$ cat src/rtl/tm1638_pkg.sv
// tm1638_pkg: TM1638 command bytes, scheduler states and key-scan decode.
package tm1638_pkg;
  localparam logic [7:0] CMD_WRITE_AUTO = 8'h40;
  localparam logic [7:0] CMD_READ_KEYS = 8'h42;
  localparam logic [7:0] CMD_ADDR0 = 8'h C0;
  localparam logic [7:0] CMD_CTRL_BASE = 8'h80;
  typedef enum logic [2:0] {S_IDLE, S_MODE, S_ADDR, S_DATA, S_CTRL, S_RCMD, S_READ, S_KEYS} state_t;
  // scan byte j carries key j in bit0 and key j+4 in bit4
  function automatic logic [7:0] key_bits(input logic [7:0] b, input logic [1:0] j);
    logic [7:0] k;
    k = '0;
    k[{1'b0, j}] = b[0];
    k[{1'b1, j}] = b[4];
    return k;
  endfunction
endpackage

$ cat src/rtl/tm1638_frame_scheduler.sv
// tm1638_frame_scheduler: sequences TM1638 write/ctrl/key-scan frames onto a byte engine.
// TM1638_FRAME_SCHED_DIRTY_EN: skip the write part of a frame whose snapshot is unchanged.
module tm1638_frame_scheduler #(
  parameter int KEY_BYTES = 4,
  parameter int DIGITS = 8
) (
  input  logic                clk,
  input  logic                n_rst,
  input  logic                frame_tick,
  input  logic                display_off,
  input  logic [2:0]          display_level,
  input  logic [8*DIGITS-1:0] seg_data,
  input  logic [DIGITS-1:0]   leds_green,
  input  logic [DIGITS-1:0]   leds_red,
  output logic                byte_valid,
  input  logic                byte_ready,
  output logic [7:0]          byte_data,
  output logic                byte_read,
  output logic                byte_last,
  input  logic                rx_valid,
  input  logic [7:0]          rx_data,
  output logic [7:0]          keys,
  output logic                keys_valid,
  output logic                busy
);
  import tm1638_pkg::*;
  localparam int NB = 2 * DIGITS;
  localparam int IW = $clog2(NB);
  localparam int RW = KEY_BYTES > 1 ? $clog2(KEY_BYTES) : 1;
  localparam int CW = $clog2(KEY_BYTES + 1);
  localparam int SW = 8 * DIGITS + 2 * DIGITS + 4;
  state_t state;
  logic pending, req_done;
  logic [SW-1:0] snap, snap_in;
  logic [IW-1:0] idx, sel;
  logic [IW-2:0] pos;
  logic [RW-1:0] rd_cnt;
  logic [CW-1:0] rx_cnt;
  logic [7:0] keys_acc, key_next, data_sel, ctrl_byte;
  logic [8*DIGITS-1:0] seg_s, seg_sh;
  logic [DIGITS-1:0] red_s, green_s;
  logic off_s, xfer, rd_last, rx_take, reqs_done, rx_done, skip;
  logic [2:0] lvl_s;
`ifdef TM1638_FRAME_SCHED_DIRTY_EN
  logic have_prev;
  assign skip = have_prev && snap_in == snap;
`else
  assign skip = 1'b0;
`endif
  assign snap_in = {seg_data, leds_red, leds_green, display_off, display_level};
  assign seg_s = snap[SW-1 -: 8*DIGITS];
  assign red_s = snap[2*DIGITS+3 -: DIGITS];
  assign green_s = snap[DIGITS+3 -: DIGITS];
  assign off_s = snap[3];
  assign lvl_s = snap[2:0];
  assign ctrl_byte = CMD_CTRL_BASE | {4'b0, ~off_s, lvl_s};
  // sel is the display address of the byte loaded on the next DATA transfer
  assign sel = (state == S_ADDR) ? '0 : idx + 1'b1;
  assign pos = sel[IW-1:1];
  assign seg_sh = seg_s >> {pos, 3'b000};
  assign data_sel = sel[0] ? {6'b0, red_s[pos], green_s[pos]} : seg_sh[7:0];
  assign xfer = byte_valid && byte_ready;
  assign rd_last = rd_cnt == RW'(KEY_BYTES - 1);
  assign rx_take = state == S_READ && rx_valid && rx_cnt != CW'(KEY_BYTES);
  assign key_next = (rx_take && 32'(rx_cnt) < 4) ? keys_acc | key_bits(rx_data, 2'(rx_cnt)) : keys_acc;
  assign reqs_done = req_done || (xfer && rd_last);
  assign rx_done = rx_cnt == CW'(KEY_BYTES) || (rx_take && rx_cnt == CW'(KEY_BYTES - 1));
  always_ff @(posedge clk or negedge n_rst)
    if (!n_rst) begin
      state <= S_IDLE;
      pending <= 1'b0;
      snap <= '0;
      idx <= '0;
      rd_cnt <= '0;
      rx_cnt <= '0;
      req_done <= 1'b0;
      keys_acc <= '0;
      byte_valid <= 1'b0;
      byte_data <= '0;
      byte_read <= 1'b0;
      byte_last <= 1'b0;
      keys <= '0;
      keys_valid <= 1'b0;
      busy <= 1'b0;
`ifdef TM1638_FRAME_SCHED_DIRTY_EN
      have_prev <= 1'b0;
`endif
    end else begin
      keys_valid <= 1'b0;
      if (frame_tick && state != S_IDLE) pending <= 1'b1;
      if (rx_take) begin
        rx_cnt <= rx_cnt + 1'b1;
        keys_acc <= key_next;
      end
      case (state)
        S_IDLE: if (frame_tick || pending) begin
          snap <= snap_in;
          busy <= 1'b1;
          pending <= 1'b0;
          idx <= '0;
          rd_cnt <= '0;
          rx_cnt <= '0;
          req_done <= 1'b0;
          keys_acc <= '0;
          byte_valid <= 1'b1;
          byte_read <= 1'b0;
          state <= skip ? S_RCMD : S_MODE;
          byte_data <= skip ? CMD_READ_KEYS : CMD_WRITE_AUTO;
          byte_last <= !skip;
`ifdef TM1638_FRAME_SCHED_DIRTY_EN
          have_prev <= 1'b1;
`endif
        end
        S_MODE: if (xfer) begin
          state <= S_ADDR;
          byte_data <= CMD_ADDR0;
          byte_last <= 1'b0;
        end
        S_ADDR: if (xfer) begin
          state <= S_DATA;
          idx <= '0;
          byte_data <= data_sel;
          byte_last <= 1'b0;
        end
        S_DATA: if (xfer) begin
          if (idx == IW'(NB - 1)) begin
            state <= S_CTRL;
            byte_data <= ctrl_byte;
            byte_last <= 1'b1;
          end else begin
            idx <= sel;
            byte_data <= data_sel;
            byte_last <= idx == IW'(NB - 2);
          end
        end
        S_CTRL: if (xfer) begin
          state <= S_RCMD;
          byte_data <= CMD_READ_KEYS;
          byte_last <= 1'b0;
        end
        S_RCMD: if (xfer) begin
          state <= S_READ;
          byte_read <= 1'b1;
          byte_data <= '0;
          byte_last <= KEY_BYTES == 1;
        end
        S_READ: begin
          if (xfer) begin
            if (rd_last) begin
              byte_valid <= 1'b0;
              byte_read <= 1'b0;
              byte_last <= 1'b0;
              req_done <= 1'b1;
            end else begin
              rd_cnt <= rd_cnt + 1'b1;
              byte_last <= rd_cnt == RW'(KEY_BYTES - 2);
            end
          end
          // both the requests and the received bytes must be complete
          if (reqs_done && rx_done) begin
            state <= S_KEYS;
            keys <= key_next;
            keys_valid <= 1'b1;
          end
        end
        S_KEYS: begin
          state <= S_IDLE;
          busy <= 1'b0;
        end
        default: state <= S_IDLE;
      endcase
    end
endmodule

$ cat config.mk
export PLATFORM = sky130hd
export DESIGN_NAME = tm1638_frame_scheduler
export DESIGN_NICKNAME = d
export VERILOG_FILES = /design/src/rtl/tm1638_pkg.sv /design/src/rtl/tm1638_frame_scheduler.sv
export SDC_FILE = /design/constraint.sdc
export NUM_CORES = 1
export LEC_CHECK = 0
export CORE_MARGIN = 2
export CORE_UTILIZATION = 47
export DETAILED_ROUTE_END_ITERATION = 10
export GPL_TIMING_DRIVEN = 0
export HOLD_SLACK_MARGIN = 0.06
export PLACE_DENSITY = 0.79
export SETUP_SLACK_MARGIN = 0.05
export SKIP_CTS_REPAIR_TIMING = 1
export SYNTH_ARGS = -nofsm -noshare
export SYNTH_HDL_FRONTEND = slang
export SYNTH_SLANG_ARGS = --single-unit
$ cat constraint.sdc
create_clock -name clk -period 2.4 [get_ports clk]
set_input_delay 0.6 -clock clk [delete_from_list [all_inputs] [get_ports clk]]
set_output_delay 0.6 -clock clk [all_outputs]
set_load 0.1 [all_outputs]
==> flow_summary.toml <==
[job]
drv_cap = 0

[detailed_routing]
drt_iter0_drc = 425
drc = 0
detail_route.vias_per_cell = 5.274
wl_per_cell_um = 16.11
drt_pre_antenna_iters = 5
route.antenna.remaining_nets = 0
vias = 5522
wirelength_um = 16870

[logic_synthesis]
synthesis.instances = 719
synth_flop_cell = "sky130_fd_sc_hd__dfrtp_1"
synthDistinctLibCells = 59
synth_edf_count = 0
synth.cell_area_mm2 = 0.006131
synth.net_count = 829
synth.yosys.warnings = 0
yosys_register_bits = 127
mean_instance_size_in_the_synthesized_netlist_um2 = 8.527
ys_async_sr_fraction = 1.000
synth_sequential_area_ratio = 0.5184

[setup_path]
critPathBufInv = 3
data_arrival_time_at_the_worst_slack_endpoint_ns = 2.59
critPathMaxFanout = 10
cp_top_family = "compound AO/OA/AOI/OAI gates"
path_class = "flip-flop to flip-flop"
timing.critical_path.cells = "ha_1 > buf_6 > or3_4 > a21oi_4 > o21ai_4 > a211o_4 > buf_8 > buf_4 > nand2_1 > o41ai_2"
cp_slowest_stage_delay_ns = 0.43
worst_ep_required_time_ns = 2.70
crit_slowest_cell = "sky130_fd_sc_hd__dfrtp_2"
sort_of_element_at_the_end_of_the_critical_path = "flip-flop"
crit_path_start_kind = "flip-flop"

[grt]
global_route_wire_length_before_repair_um = 26640
global_route.overflow_total = 0
grt.met3_usage = 0.05695
antenna_found_initial = 0
busiest_layer = "met2"
grt_use_met2 = 0.3801
grt_util_met1 = 0.3350
global_route.usage.total = 0.2442
number_of_global_route_vias_before_repair = 5284
grt_max_degree = 90

[layout]
insertedDiodeCount = 0
layout.cells.most_common_list = "313 x sky130_fd_sc_hd__nand2_1, 125 x sky130_fd_sc_hd__dfrtp_1, 89 x sky130_fd_sc_hd__clkdlybuf4s50_1"
post_layout_instance_area_mm2 = 0.008367
final_layout_size_suffix_gt1_frac = 0.1189
syn_to_final_growth_pct = 36.47
finish.cell_count_without_fillers = 1047
num-nets-final = 972
final_util = 0.6603
mostFrequentLayoutCell = "sky130_fd_sc_hd__nand2_1"

[sta]
fmax_mhz = 435.9
grt_setup_unrepaired = "true"
hold_violations = 0
finClkSkew_ns = 0.008358
setup_viol = 0
period_minus_slack_ns = 2.294
slew_headroom = 0.3357
finalCritPeriodShare = 0.9560
final-max-slew-violation-count = 0
worst-slew-pin-transition_ns = 0.9949

[power]
leakage_nw = 4.240
power.ir.vdd_worst_mv = 0.7643
cellPowerDensity_mw_per_mm2 = 1242

[floorplanning]
die-height_um = 118.2
ports_placed_on_the_boundary = 118
overall_die_area_mm2 = 0.01397
num_rows = 41
coreArea_mm2 = 0.01267
initial_core_util = 0.4839
dieWidth_um = 118.2

[clocking]
tritoncts.num_buffers = 17
number_of_clock_sinks = 127
cts.htree.levels = 4
worst_setup_hold_path_clk_slew_ns = 0.06
clk-insertion-delay-late_ns = 0.42
clk_path_buf_depth = 2
root_buffer = "sky130_fd_sc_hd__clkbuf_16"
cts_tree = "yes"

[worst_hold_path]
timing.hold.worst.class = "input pin to async pin"

[placed_design]
placement.cell_area_mm2 = 0.007486
finalWeightedCongestion = 0.8557
dpl.cell_count = 1003
io_buffer_count = 111
dp.final_hpwl_um = 11860

[outcome]
run_status = "finished clean"
==> report_power, final <==
group          total, mW  switching, mW  internal, mW
clock network       2.48          0.930          1.55
registers           3.44          0.512          2.93
logic               4.47           2.76          1.71
total               10.4           4.20          6.20
==> metrics by stage <==
stage | TNS, ns | setup slack [ns] | total power, mW | hold slack, ns
detailed placement | -23.66 | -0.5803 | 7.449 | 0.4583
global route | 0 | 0.009190 | 11.02 | 0.1093
floorplan | 0 | 0.1234 | 6.186 | 0.3044
CTS | -13.18 | -0.4675 | 9.954 | 0.09085
finish | 0 | 0.1057 | 10.40 | 0.08248
global placement | -547.56 | -4.139 | 7.336 | 0.4565
==> final timing paths <==
kind / start / to / slack [ns] / depth (start not counted)
worst min register to register: snap[27] / snap[27] / 0.47 / 2
worst min-delay path: n_rst / keys[1] / 0.08 / 1
worst max-delay path: state[1] / byte_data[4] / 0.11 / 10
worst max register to register: state[1] / byte_data[4] / 0.11 / 10
min in group clk: snap[27] / snap[27] / 0.47 / 2
max in group asynchronous: n_rst / idx[1] / 1.54 / 2
==> cell type report <==
cell class	count	area, µm²
Timing Repair Buffer	125	1287
Buffer	41	256.5
Inverter	9	33.78
Fill cell	1031	4304
Clock buffer	23	457.9
Tap cell	172	215.2
Clock inverter	9	108.9
Sequential cell	127	3181
Multi-Input combinational cell	541	2826
==> registers in the layout, summed over array words and instances (netlist names) <==
signal      count
snap           84
byte_data       8
keys            8
keys_acc        8
idx             4
rx_cnt          3
state           3
rd_cnt          2
busy            1
byte_last       1
byte_read       1
byte_valid      1
keys_valid      1
pending         1
req_done        1
==> cell families after synthesis <==
kind of cell             after synthesis  synth area share
multiplexers                          17           0.02980
adder cells (fa/ha/maj)               13           0.02653
buffers and inverters                 51           0.04122
flip-flops                           127            0.5184
AND/OR/NAND/NOR                      406            0.2690
AO/OA/AOI/OAI                        100            0.1067
XOR/XNOR                               5          0.008369
==> metal layers <==
layer | routed length [µm] | share of wire | up-vias
li1 | - | - | 2651
met1 | 7418 | 0.44 | 2619
met2 | 8015 | 0.48 | 228
met3 | 1170 | 0.069 | 24
met4 | 262 | 0.016 | 0
met5 | 0 | 0 | -
==> Yosys cell counts (7+ instances only) <==
master,count,area share
sky130_fd_sc_hd__nand2_1,313,0.19
sky130_fd_sc_hd__dfrtp_1,127,0.52
sky130_fd_sc_hd__nor2_1,37,0.023
sky130_fd_sc_hd__a21oi_1,33,0.027
sky130_fd_sc_hd__clkbuf_1,22,0.013
sky130_fd_sc_hd__nand3_1,18,0.015
sky130_fd_sc_hd__ha_1,13,0.027
sky130_fd_sc_hd__a31oi_1,12,0.012
sky130_fd_sc_hd__o21ai_0,12,0.0098
sky130_fd_sc_hd__mux2_2,10,0.018
sky130_fd_sc_hd__inv_1,9,0.0055
sky130_fd_sc_hd__buf_4,7,0.0086
sky130_fd_sc_hd__mux2i_1,7,0.011
sky130_fd_sc_hd__nand2b_1,7,0.0071
Power figures use the tool's default switching activity.
